--- config.mk ---
export PLATFORM = sky130hd
export DESIGN_NAME = pipe_trace_monitor
export DESIGN_NICKNAME = d
export VERILOG_FILES = /design/src/rtl/pipe_trace_pkg.sv /design/src/rtl/trace_fifo.sv /design/src/rtl/pipe_trace_monitor.sv
export SDC_FILE = /design/constraint.sdc
export NUM_CORES = 2
export LEC_CHECK = 0
export ABC_AREA = 1
export BUFFER_PORTS_ARGS = -buffer_cell sky130_fd_sc_hd__buf_2
export CORE_UTILIZATION = 46
export DETAILED_ROUTE_END_ITERATION = 8
export PLACE_DENSITY = 0.74
export SLEW_MARGIN = 5
export SYNTH_ARGS = -nofsm -noshare
export SYNTH_HDL_FRONTEND = slang
export SYNTH_SLANG_ARGS = --single-unit
--- constraint.sdc ---
create_clock -name clk -period 4.6 [get_ports clk]
set_clock_uncertainty 0.15 [all_clocks]
set_input_delay 0.46 -clock clk [delete_from_list [all_inputs] [get_ports clk]]
set_output_delay 0.46 -clock clk [all_outputs]
set_load 0.01 [all_outputs]
--- src/rtl/pipe_trace_pkg.sv ---
// Shared definitions for the pipeline trace monitor: state encoding, default field widths,
// trace-entry width and saturating counter arithmetic.
package pipe_trace_pkg;

    localparam logic [2:0] ST_IDLE    = 3'd0;
    localparam logic [2:0] ST_RUN     = 3'd1;
    localparam logic [2:0] ST_DRAIN   = 3'd2;
    localparam logic [2:0] ST_DONE    = 3'd3;
    localparam logic [2:0] ST_TIMEOUT = 3'd4;

    localparam int unsigned DEF_DATA_W = 16;
    localparam int unsigned DEF_ADDR_W = 16;
    localparam int unsigned DEF_RD_W   = 4;
    localparam int unsigned DEF_CNT_W  = 32;

    // Widest counter the saturating helper supports.
    localparam int unsigned SAT_MAX_W = 64;

    // Trace entry layout, MSB first: {cycle stamp, pc, rd, data}.
    function automatic int unsigned trace_width(input int unsigned cnt_w,
                                                input int unsigned addr_w,
                                                input int unsigned rd_w,
                                                input int unsigned data_w);
        return cnt_w + addr_w + rd_w + data_w;
    endfunction

    // Increment that sticks at the all-ones value of a counter 'width' bits wide.
    function automatic logic [SAT_MAX_W-1:0] sat_inc(input logic [SAT_MAX_W-1:0] value,
                                                     input int unsigned width);
        logic [SAT_MAX_W-1:0] max_val;
        if (width >= SAT_MAX_W) begin
            max_val = '1;
        end else begin
            max_val = (64'd1 << width) - 64'd1;
        end
        return (value >= max_val) ? max_val : value + 64'd1;
    endfunction

endpackage

--- src/rtl/trace_fifo.sv ---
// Show-ahead synchronous FIFO: the head entry is presented on rdata whenever it is non-empty,
// and rdata reads as zero while empty.
module trace_fifo #(
    parameter int unsigned WIDTH = 8,
    parameter int unsigned DEPTH = 16
) (
    input  logic                     clk,
    input  logic                     rst,
    input  logic                     clear,
    input  logic                     push,
    input  logic                     pop,
    input  logic [WIDTH-1:0]         wdata,
    output logic [WIDTH-1:0]         rdata,
    output logic                     full,
    output logic                     empty,
    output logic [$clog2(DEPTH):0]   count
);

    localparam int unsigned PTR_W = $clog2(DEPTH);

    logic [WIDTH-1:0] mem [DEPTH];
    logic [PTR_W-1:0] rd_ptr_q;
    logic [PTR_W-1:0] wr_ptr_q;
    logic [PTR_W:0]   count_q;
    logic             do_push;
    logic             do_pop;

    assign empty = (count_q == '0);
    assign full  = (count_q == (PTR_W + 1)'(DEPTH));
    assign count = count_q;

    // A pop frees the slot the simultaneous push needs, so a full FIFO can still accept.
    assign do_pop  = pop && !empty;
    assign do_push = push && (!full || do_pop);

    always_ff @(posedge clk or negedge rst) begin
        if (!rst) begin
            rd_ptr_q <= '0;
            wr_ptr_q <= '0;
            count_q  <= '0;
        end else if (clear) begin
            rd_ptr_q <= '0;
            wr_ptr_q <= '0;
            count_q  <= '0;
        end else begin
            if (do_push) begin
                wr_ptr_q <= wr_ptr_q + 1'b1;
            end
            if (do_pop) begin
                rd_ptr_q <= rd_ptr_q + 1'b1;
            end
            if (do_push && !do_pop) begin
                count_q <= count_q + 1'b1;
            end else if (do_pop && !do_push) begin
                count_q <= count_q - 1'b1;
            end
        end
    end

    always_ff @(posedge clk) begin
        if (do_push && !clear) begin
            mem[wr_ptr_q] <= wdata;
        end
    end

    assign rdata = empty ? '0 : mem[rd_ptr_q];

endmodule

--- src/rtl/pipe_trace_monitor.sv ---
// Retirement trace monitor: captures register writes into a trace FIFO, keeps saturating
// performance counters and ends each run on halt-drain or cycle timeout.
module pipe_trace_monitor
    import pipe_trace_pkg::*;
#(
    parameter int unsigned DATA_W         = DEF_DATA_W,
    parameter int unsigned ADDR_W         = DEF_ADDR_W,
    parameter int unsigned RD_W           = DEF_RD_W,
    parameter int unsigned DEPTH          = 16,
    parameter int unsigned DRAIN_CYCLES   = 2,
    parameter int unsigned TIMEOUT_CYCLES = 1000,
    parameter int unsigned CNT_W          = DEF_CNT_W
) (
    input  logic                     clk,
    input  logic                     rst,
    input  logic                     enable,
    input  logic                     wb_valid,
    input  logic [RD_W-1:0]          wb_rd,
    input  logic [DATA_W-1:0]        wb_data,
    input  logic [ADDR_W-1:0]        wb_pc,
    input  logic                     halted_in,
    input  logic                     stall_in,
    input  logic                     flush_in,
    input  logic                     tr_ready,
    output logic                     tr_valid,
    output logic [CNT_W-1:0]         tr_cycle,
    output logic [ADDR_W-1:0]        tr_pc,
    output logic [RD_W-1:0]          tr_rd,
    output logic [DATA_W-1:0]        tr_data,
    output logic [$clog2(DEPTH):0]   tr_count,
    output logic                     overflow,
    output logic [CNT_W-1:0]         cycle_count,
    output logic [CNT_W-1:0]         retired_count,
    output logic [CNT_W-1:0]         stall_count,
    output logic [CNT_W-1:0]         flush_count,
    output logic [2:0]               state,
    output logic                     done,
    output logic                     timeout
);

    localparam int unsigned       TRACE_W     = trace_width(CNT_W, ADDR_W, RD_W, DATA_W);
    localparam int unsigned       DRAIN_W     = $clog2(DRAIN_CYCLES) + 1;
    localparam logic [DRAIN_W-1:0] DRAIN_LOAD = DRAIN_W'(DRAIN_CYCLES - 1);
    localparam logic [CNT_W-1:0]  CYCLE_LIMIT = CNT_W'(TIMEOUT_CYCLES - 1);

    logic [2:0]         state_q, state_d;
    logic [DRAIN_W-1:0] drain_q, drain_d;
    logic [CNT_W-1:0]   cycle_q, cycle_d;
    logic [CNT_W-1:0]   retired_q, retired_d;
    logic [CNT_W-1:0]   stall_q, stall_d;
    logic [CNT_W-1:0]   flush_q, flush_d;
    logic               done_q, done_d;
    logic               timeout_q, timeout_d;
    logic               overflow_q, overflow_d;

    logic               start;
    logic               counting;
    logic               at_limit;
    logic               capture;
    logic               fifo_full;
    logic               fifo_empty;
    logic [TRACE_W-1:0] fifo_wdata;
    logic [TRACE_W-1:0] fifo_rdata;

    function automatic logic [CNT_W-1:0] bump(input logic [CNT_W-1:0] value);
        return CNT_W'(sat_inc(SAT_MAX_W'(value), CNT_W));
    endfunction

    assign start    = (state_q == ST_IDLE) && enable;
    // Dropping enable freezes the monitor on that very edge.
    assign counting = ((state_q == ST_RUN) || (state_q == ST_DRAIN)) && enable;
    assign at_limit = (cycle_q == CYCLE_LIMIT);
    assign capture  = counting && wb_valid && (wb_rd != '0);

    always_comb begin
        state_d   = state_q;
        drain_d   = drain_q;
        done_d    = done_q;
        timeout_d = timeout_q;
        case (state_q)
            ST_IDLE: begin
                if (enable) begin
                    state_d   = ST_RUN;
                    done_d    = 1'b0;
                    timeout_d = 1'b0;
                end
            end
            ST_RUN: begin
                if (!enable) begin
                    state_d   = ST_IDLE;
                    done_d    = 1'b0;
                    timeout_d = 1'b0;
                end else if (at_limit) begin
                    state_d   = ST_TIMEOUT;
                    timeout_d = 1'b1;
                end else if (halted_in) begin
                    state_d = ST_DRAIN;
                    drain_d = DRAIN_LOAD;
                end
            end
            ST_DRAIN: begin
                if (!enable) begin
                    state_d   = ST_IDLE;
                    done_d    = 1'b0;
                    timeout_d = 1'b0;
                end else if (at_limit) begin
                    state_d   = ST_TIMEOUT;
                    timeout_d = 1'b1;
                end else if (drain_q == '0) begin
                    state_d = ST_DONE;
                    done_d  = 1'b1;
                end else begin
                    drain_d = drain_q - 1'b1;
                end
            end
            ST_DONE, ST_TIMEOUT: begin
                if (!enable) begin
                    state_d = ST_IDLE;
                end
            end
            default: begin
                state_d = ST_IDLE;
            end
        endcase
    end

    always_comb begin
        cycle_d    = cycle_q;
        retired_d  = retired_q;
        stall_d    = stall_q;
        flush_d    = flush_q;
        overflow_d = overflow_q;
        if (start) begin
            cycle_d    = '0;
            retired_d  = '0;
            stall_d    = '0;
            flush_d    = '0;
            overflow_d = 1'b0;
        end else if (counting) begin
            cycle_d = bump(cycle_q);
            if (wb_valid) begin
                retired_d = bump(retired_q);
            end
            if (stall_in) begin
                stall_d = bump(stall_q);
            end
            if (flush_in) begin
                flush_d = bump(flush_q);
            end
            // A push into a full FIFO is only lost when no pop frees a slot this cycle.
            if (capture && fifo_full && !(tr_ready && !fifo_empty)) begin
                overflow_d = 1'b1;
            end
        end
    end

    always_ff @(posedge clk or negedge rst) begin
        if (!rst) begin
            state_q    <= ST_IDLE;
            drain_q    <= '0;
            cycle_q    <= '0;
            retired_q  <= '0;
            stall_q    <= '0;
            flush_q    <= '0;
            done_q     <= 1'b0;
            timeout_q  <= 1'b0;
            overflow_q <= 1'b0;
        end else begin
            state_q    <= state_d;
            drain_q    <= drain_d;
            cycle_q    <= cycle_d;
            retired_q  <= retired_d;
            stall_q    <= stall_d;
            flush_q    <= flush_d;
            done_q     <= done_d;
            timeout_q  <= timeout_d;
            overflow_q <= overflow_d;
        end
    end

    // Stamp is the cycle count before this cycle's increment.
    assign fifo_wdata = {cycle_q, wb_pc, wb_rd, wb_data};

    trace_fifo #(
        .WIDTH (TRACE_W),
        .DEPTH (DEPTH)
    ) u_trace_fifo (
        .clk   (clk),
        .rst   (rst),
        .clear (start),
        .push  (capture),
        .pop   (tr_ready),
        .wdata (fifo_wdata),
        .rdata (fifo_rdata),
        .full  (fifo_full),
        .empty (fifo_empty),
        .count (tr_count)
    );

    assign {tr_cycle, tr_pc, tr_rd, tr_data} = fifo_rdata;

    assign tr_valid      = !fifo_empty;
    assign overflow      = overflow_q;
    assign cycle_count   = cycle_q;
    assign retired_count = retired_q;
    assign stall_count   = stall_q;
    assign flush_count   = flush_q;
    assign state         = state_q;
    assign done          = done_q;
    assign timeout       = timeout_q;

endmodule
**Word-level counts from Yosys, hierarchy flattened**

Memories as Yosys holds them, arrays and structs flattened.
Cells that the tools add are included.

- Add/sub/neg operators: 9
- Multipliers: 0
- Divide/modulo/power cells: 0
- Order comparisons: 4
- Eq/ne operators: 20
- Shifts and indexed selects: 0
- Multiplexer cells: 64
- Bitwise gates (word level): 0
- Reductions and logical operators: 43

Operator list:

| operator | number |
|---|---|
| $mux W64 | 11 |
| $mux W32 | 15 |
| $ge A32 B64 Y1 | 4 |
| $add A32 B1 Y32 const B | 4 |
| $mux W68 | 1 |
| $eq A32 B10 Y1 const B | 1 |
| $mux W3 | 8 |
| $ne A2 B2 Y1 const B | 9 |
| $reduce_bool A2 Y1 | 9 |
| $mux W4 | 4 |
| $mux W5 | 3 |
| $mux W1 | 12 |
| $mux W2 | 6 |
| $pmux W3 S4 | 1 |
| $logic_and A1 B1 Y1 | 11 |
| $add A4 B1 Y4 const B | 2 |
| $reduce_and A2 Y1 | 4 |
| $reduce_and A7 Y1 | 1 |
| $eq A3 B2 Y1 const B | 2 |
| $ne A3 B2 Y1 const B | 2 |
| $reduce_bool A3 Y1 | 2 |
| $add A5 B1 Y5 const B | 1 |
| $eq A5 B5 Y1 const B | 1 |
| $logic_not A1 Y1 | 5 |
| other kinds (19) | 21 |

- Register bits after elaboration: 149
- Latch bits: 0
- Memory bits (writable): 1088
- Memory bits (read-only): 0
- Input bits: 44
- Output and inout port bits: 208
- Logic and storage cells: 153
- Memories: 1

Memory list:

| memory | depth | bits a word | read ports | clocked after memory_dff | write ports | RTL line | text |
|---|---|---|---|---|---|---|---|
| u_trace_fifo.mem | 16 | 68 | 1 | 0 | 1 | trace_fifo.sv:21 | `logic [WIDTH-1:0] mem [DEPTH];` |

**Longest topological paths before layout**

- Depth in word-level cells: 11
- Depth in mapped cells: 12

**By module**

A second synthesis with hierarchy kept.

- Cell total of the unflattened synthesis: 5401
- Area total of the unflattened synthesis: 54270.8 um2

Modules (own cells, without submodules):

| module | times used | cells each | area an instance (um2) |
|---|---|---|---|
| trace_fifo | 1 | 3838 | 44692.9 |
| pipe_trace_monitor | 1 | 1563 | 9577.9 |

**Least setup slack after synthesis**

No wires, ideal clock.

- Path type: input to register
- From: input enable
- To: memory u_trace_fifo.mem[11][0] in the netlist's numbering, enable pin
- Library setup time: 0.495 ns
- Arrival: 4.193 ns
- Required time: 3.955 ns
- Path slack: -0.237 ns
- Stages: 7
- Path through: buf_2 > nand4_4 > nor2_8 > nand3_2 > inv_2 > nand2_1 > nor2_1

- Longest elaborated chain between the ends: 7
- Elaborated cells between the ends (all ways): 9

RTL lines:

| item | RTL line | text |
|---|---|---|
| from (decl) | pipe_trace_monitor.sv:16 | `input logic enable,` |
| $logic_and A1 B1 Y1 | pipe_trace_monitor.sv:71 | `assign counting = ((state_q == ST_RUN) \|\| (state_q == ST_DRAIN)) && enable;` |
| $logic_and A1 B1 Y1 (2 in a row) | pipe_trace_monitor.sv:73 | `assign capture = counting && wb_valid && (wb_rd != '0);` |
| $logic_and A1 B1 Y1 | trace_fifo.sv:34 | `assign do_push = push && (!full \|\| do_pop);` |
| $logic_and A1 B1 Y1 * | trace_fifo.sv:61 | `if (do_push && !clear) begin` |
| $mux W1 * | trace_fifo.sv:61 |  |
| $mux W1 (not written as such) * | trace_fifo.sv:62 | `mem[wr_ptr_q] <= wdata;` |
| to (decl) | trace_fifo.sv:21 |  |

Every way passes the cells marked *; elsewhere a longest branch is shown, timed or not.

**Worst setup path in the final report**

- From: register u_trace_fifo.rd_ptr_q[0]
- To: output tr_cycle[23]

- Longest elaborated chain between the ends: 2

RTL lines:

| item | RTL line | text |
|---|---|---|
| from (decl) | trace_fifo.sv:22 | `logic [PTR_W-1:0] rd_ptr_q;` |
| from (signal assigned) | trace_fifo.sv:50 | `rd_ptr_q <= rd_ptr_q + 1'b1;` |
| $mem_v2 Z16 W68 | -- |  |
| $mux W68 | trace_fifo.sv:66 | `assign rdata = empty ? '0 : mem[rd_ptr_q];` |
| to (decl) | pipe_trace_monitor.sv:26 | `output logic [CNT_W-1:0] tr_cycle,` |

Every way passes these cells.

==> flow_metrics.env <==
export IMPL_cts_tree="built"
export IMPL_worst_pin_slew_ns=1.09
export IMPL_drt_pass1_iterations=6
export IMPL_syn_avg_cell_area_um2=11.7
export IMPL_hold_viol_final=0
export IMPL_die_width_um=339
export IMPL_fmaxAchievable_mhz=242
export IMPL_core_area_um2=112000
export IMPL_async_reset_ff_share_pct=12.0
export IMPL_dieArea_um2=115000
export IMPL_p_per_area_nw_per_um2=535
export IMPL_globalRouteTotalUtil_pct=24.2
export IMPL_dr_max_layer_used="met5"
export IMPL_final_common_cell="edfxtp_1"
export IMPL_synth_edf_count=1088
export IMPL_dpl_hpwl_um=78800
export IMPL_rsz0062_at_grt="no"
export IMPL_post_cts_buffers=0
export IMPL_io_buffers=251
export IMPL_clock_tree_buffer_depth=3
export IMPL_hp_class="input pin to register"
export IMPL_synth_top_family_by_area="compound AO/OA/AOI/OAI gates"
export IMPL_post_synth_and_or_nand_nor_area_fraction_pct=12.7
export IMPL_worstSetupStartpointType="register"
export IMPL_period_needed_ns=4.13
export IMPL_wirelength_um=142000
export IMPL_ys_ff_latch=1237
export IMPL_vias=37300
export IMPL_path_clk_slew_ns=0.06
export IMPL_overflow=0
export IMPL_cts_sinks=1237
export IMPL_cts_resized=0
export IMPL_diodes=0
export IMPL_nFillCells=9287
export IMPL_drv_cap=0
export IMPL_rr_worst_depth=8
export IMPL_syn_nets=4526
export IMPL_final_cells=6286
export IMPL_min_period_over_period_pct=89.7
export IMPL_numCtsBuffers=130
export IMPL_crit_path_end_kind="output port"
export IMPL_synthFlopType="edfxtp_1"
export IMPL_ys_types=50
export IMPL_start_util_pct=46.4
export IMPL_drc=0
export IMPL_viasPerCell=5.93
export IMPL_first_iter_violations=4279
export IMPL_wl_met2_um=68200
export IMPL_rows=123
export IMPL_gp_congestion=0.912
export IMPL_antenna_found_initial=9
export IMPL_peakVddDrop_uv=402
export IMPL_final_cell_mix="edfxtp_1, nor2_1, o21ai_0, nand2_1, buf_2"
export IMPL_criticalPathCategory="register to output port"
export IMPL_fin_nets=4751
export IMPL_syn_area_um2=52200
export IMPL_critPathArrivalTime_ns=3.52
export IMPL_reg2reg_slack_ns=1.48
export IMPL_ant_nets=0
export IMPL_utilization_pct=53.1
export IMPL_layout_drive_gt1_share_pct=12.2
export IMPL_outcome="finished, final reports clean"
export IMPL_ys_seq_area_share_pct=69.7
export IMPL_area_growth_syn_to_layout_pct=14.4
export IMPL_synth_compound_area_share_pct=12.8
export IMPL_yosysWarnings=0
export IMPL_ios=252
export IMPL_synth_mux_area_share_pct=0
export IMPL_required_ns=3.99
export IMPL_wl_met1_um=56700
export IMPL_synthAdderAreaFrac_pct=0.374
export IMPL_grt_max_degree=198
export IMPL_dp_cells=6022
export IMPL_crit_fanout=197
export IMPL_p_leak_nw=20.7
export IMPL_slew_violations=0
export IMPL_netlist_instances=4467
export IMPL_first_global_vias=35700
export IMPL_setup_violations=0
export IMPL_wl_met3_um=13800
export IMPL_root_buffer="clkbuf_16"
export IMPL_routedWlPerCell_um=22.6
export IMPL_synthXorXnorAreaFrac_pct=0.822
export IMPL_die_y_um=339
export IMPL_htree_levels=4
export IMPL_grt_pass1_wl_um=215000
export IMPL_hold_depth=5
export IMPL_clk_latency_ns=0.73
export IMPL_slew_headroom_pct=27.3
export IMPL_fin_hold_ws_ns=0.0810
-- sequential cells by signal (all words and copies together), names as in the netlist --
| name | cells |
|---|---|
| retired_count | 32 |
| flush_count | 32 |
| stall_count | 32 |
| state | 3 |
| u_trace_fifo.rd_ptr_q | 4 |
| u_trace_fifo.count | 5 |
| u_trace_fifo.mem | 1088 |
| overflow | 1 |
| timeout | 1 |
| drain_q | 2 |
| done | 1 |
| u_trace_fifo.wr_ptr_q | 4 |
| cycle_count | 32 |
-- metrics by stage --
step	power [mW]	setup TNS [ns]	setup WS [ns]	instance area, µm²
finish	32.0	0	0.474	59700
global route	33.3	0	0.247	59700
CTS	32.1	0	0.394	59700
detailed placement	21.8	0	1.20	55200
global placement	21.6	0	1.24	55200
floorplan	18.5	-159.30	-0.237	52300
-- cells by family after synthesis --
logic type / Yosys count
flops: 1237
simple gates: 1587
fa+ha+maj: 15
compound gates: 1123
buf+inv: 456
xor+xnor: 49
-- critical path, stage by stage, from the launching register on --
cell      delay (ns)
dfrtp_4         0.62
buf_12          0.51
o21ai_0         0.26
o221ai_1        0.25
o211ai_1        0.13
a21oi_1         0.52
buf_2           0.24
-- where the power goes --
part	leakage (nW)	internal (mW)	switching (mW)	total [mW]
registers	12.0	12.5	0.315	12.8
logic	6.66	2.59	6.26	8.84
clock network	2.03	5.94	4.37	10.3
total	20.7	21.0	10.9	32.0
-- layer usage --
layer,global-route usage (%),vias up
met2,39.2,2004
met3,4.63,271
met1,33.2,18300
li1,-,16800
met5,0,-
met4,7.30,4
-- cell usage after synthesis (7+ instances only) --
| cell type | number | area [µm²] |
|---|---|---|
| edfxtp_1 | 1088 | 32700 |
| nor2_1 | 709 | 2660 |
| o21ai_0 | 621 | 3110 |
| nand2_1 | 546 | 2050 |
| o221ai_1 | 191 | 1670 |
| nand3_1 | 185 | 926 |
| inv_1 | 172 | 646 |
| clkbuf_1 | 164 | 616 |
| dfrtp_1 | 149 | 3730 |
| buf_2 | 83 | 415 |
| o211ai_1 | 82 | 616 |
| o22ai_1 | 81 | 507 |
| a21oi_1 | 76 | 380 |
| o21ai_1 | 61 | 305 |
| nor3_1 | 53 | 265 |
| xor2_1 | 48 | 420 |
| nand4_1 | 35 | 219 |
| inv_2 | 16 | 60.1 |
| ha_1 | 14 | 175 |
| nand3b_1 | 13 | 97.6 |
| nor2_2 | 11 | 68.8 |
| buf_4 | 7 | 52.6 |
-- final cells by class --
cell class                      instances  area, µm²  area share, %
Tap cell                             1500       1880           3.14
Sequential cell                      1237      36400           61.0
Inverter                              189        741           1.24
Timing Repair Buffer                  360       2450           4.10
Multi-Input combinational cell       2774      14100           23.6
Clock inverter                         60        684           1.15
Clock buffer                          166       3500           5.86
-- path summary, 6_finish.rpt --
path,endpoint,from
min in group asynchronous,flush_count[31]$_DFFE_PN0P_,rst
setup reg to reg,u_trace_fifo.mem[3][48]$_DFFE_PP_,state[0]$_DFFE_PN0P_
hold / removal,drain_q[0]$_DFFE_PN0P_,halted_in
hold reg to reg,overflow$_DFFE_PN0P_,overflow$_DFFE_PN0P_
setup / recovery,tr_cycle[23],u_trace_fifo.rd_ptr_q[0]$_DFFE_PN0P_
max in group asynchronous,stall_count[16]$_DFFE_PN0P_,rst
-- timing repair --
action	CTS	global route
setup endpoints to repair	0	0
hold endpoints to repair	652	0
hold buffers	38	0
Note: power is estimated with default switching activity, not from simulation.
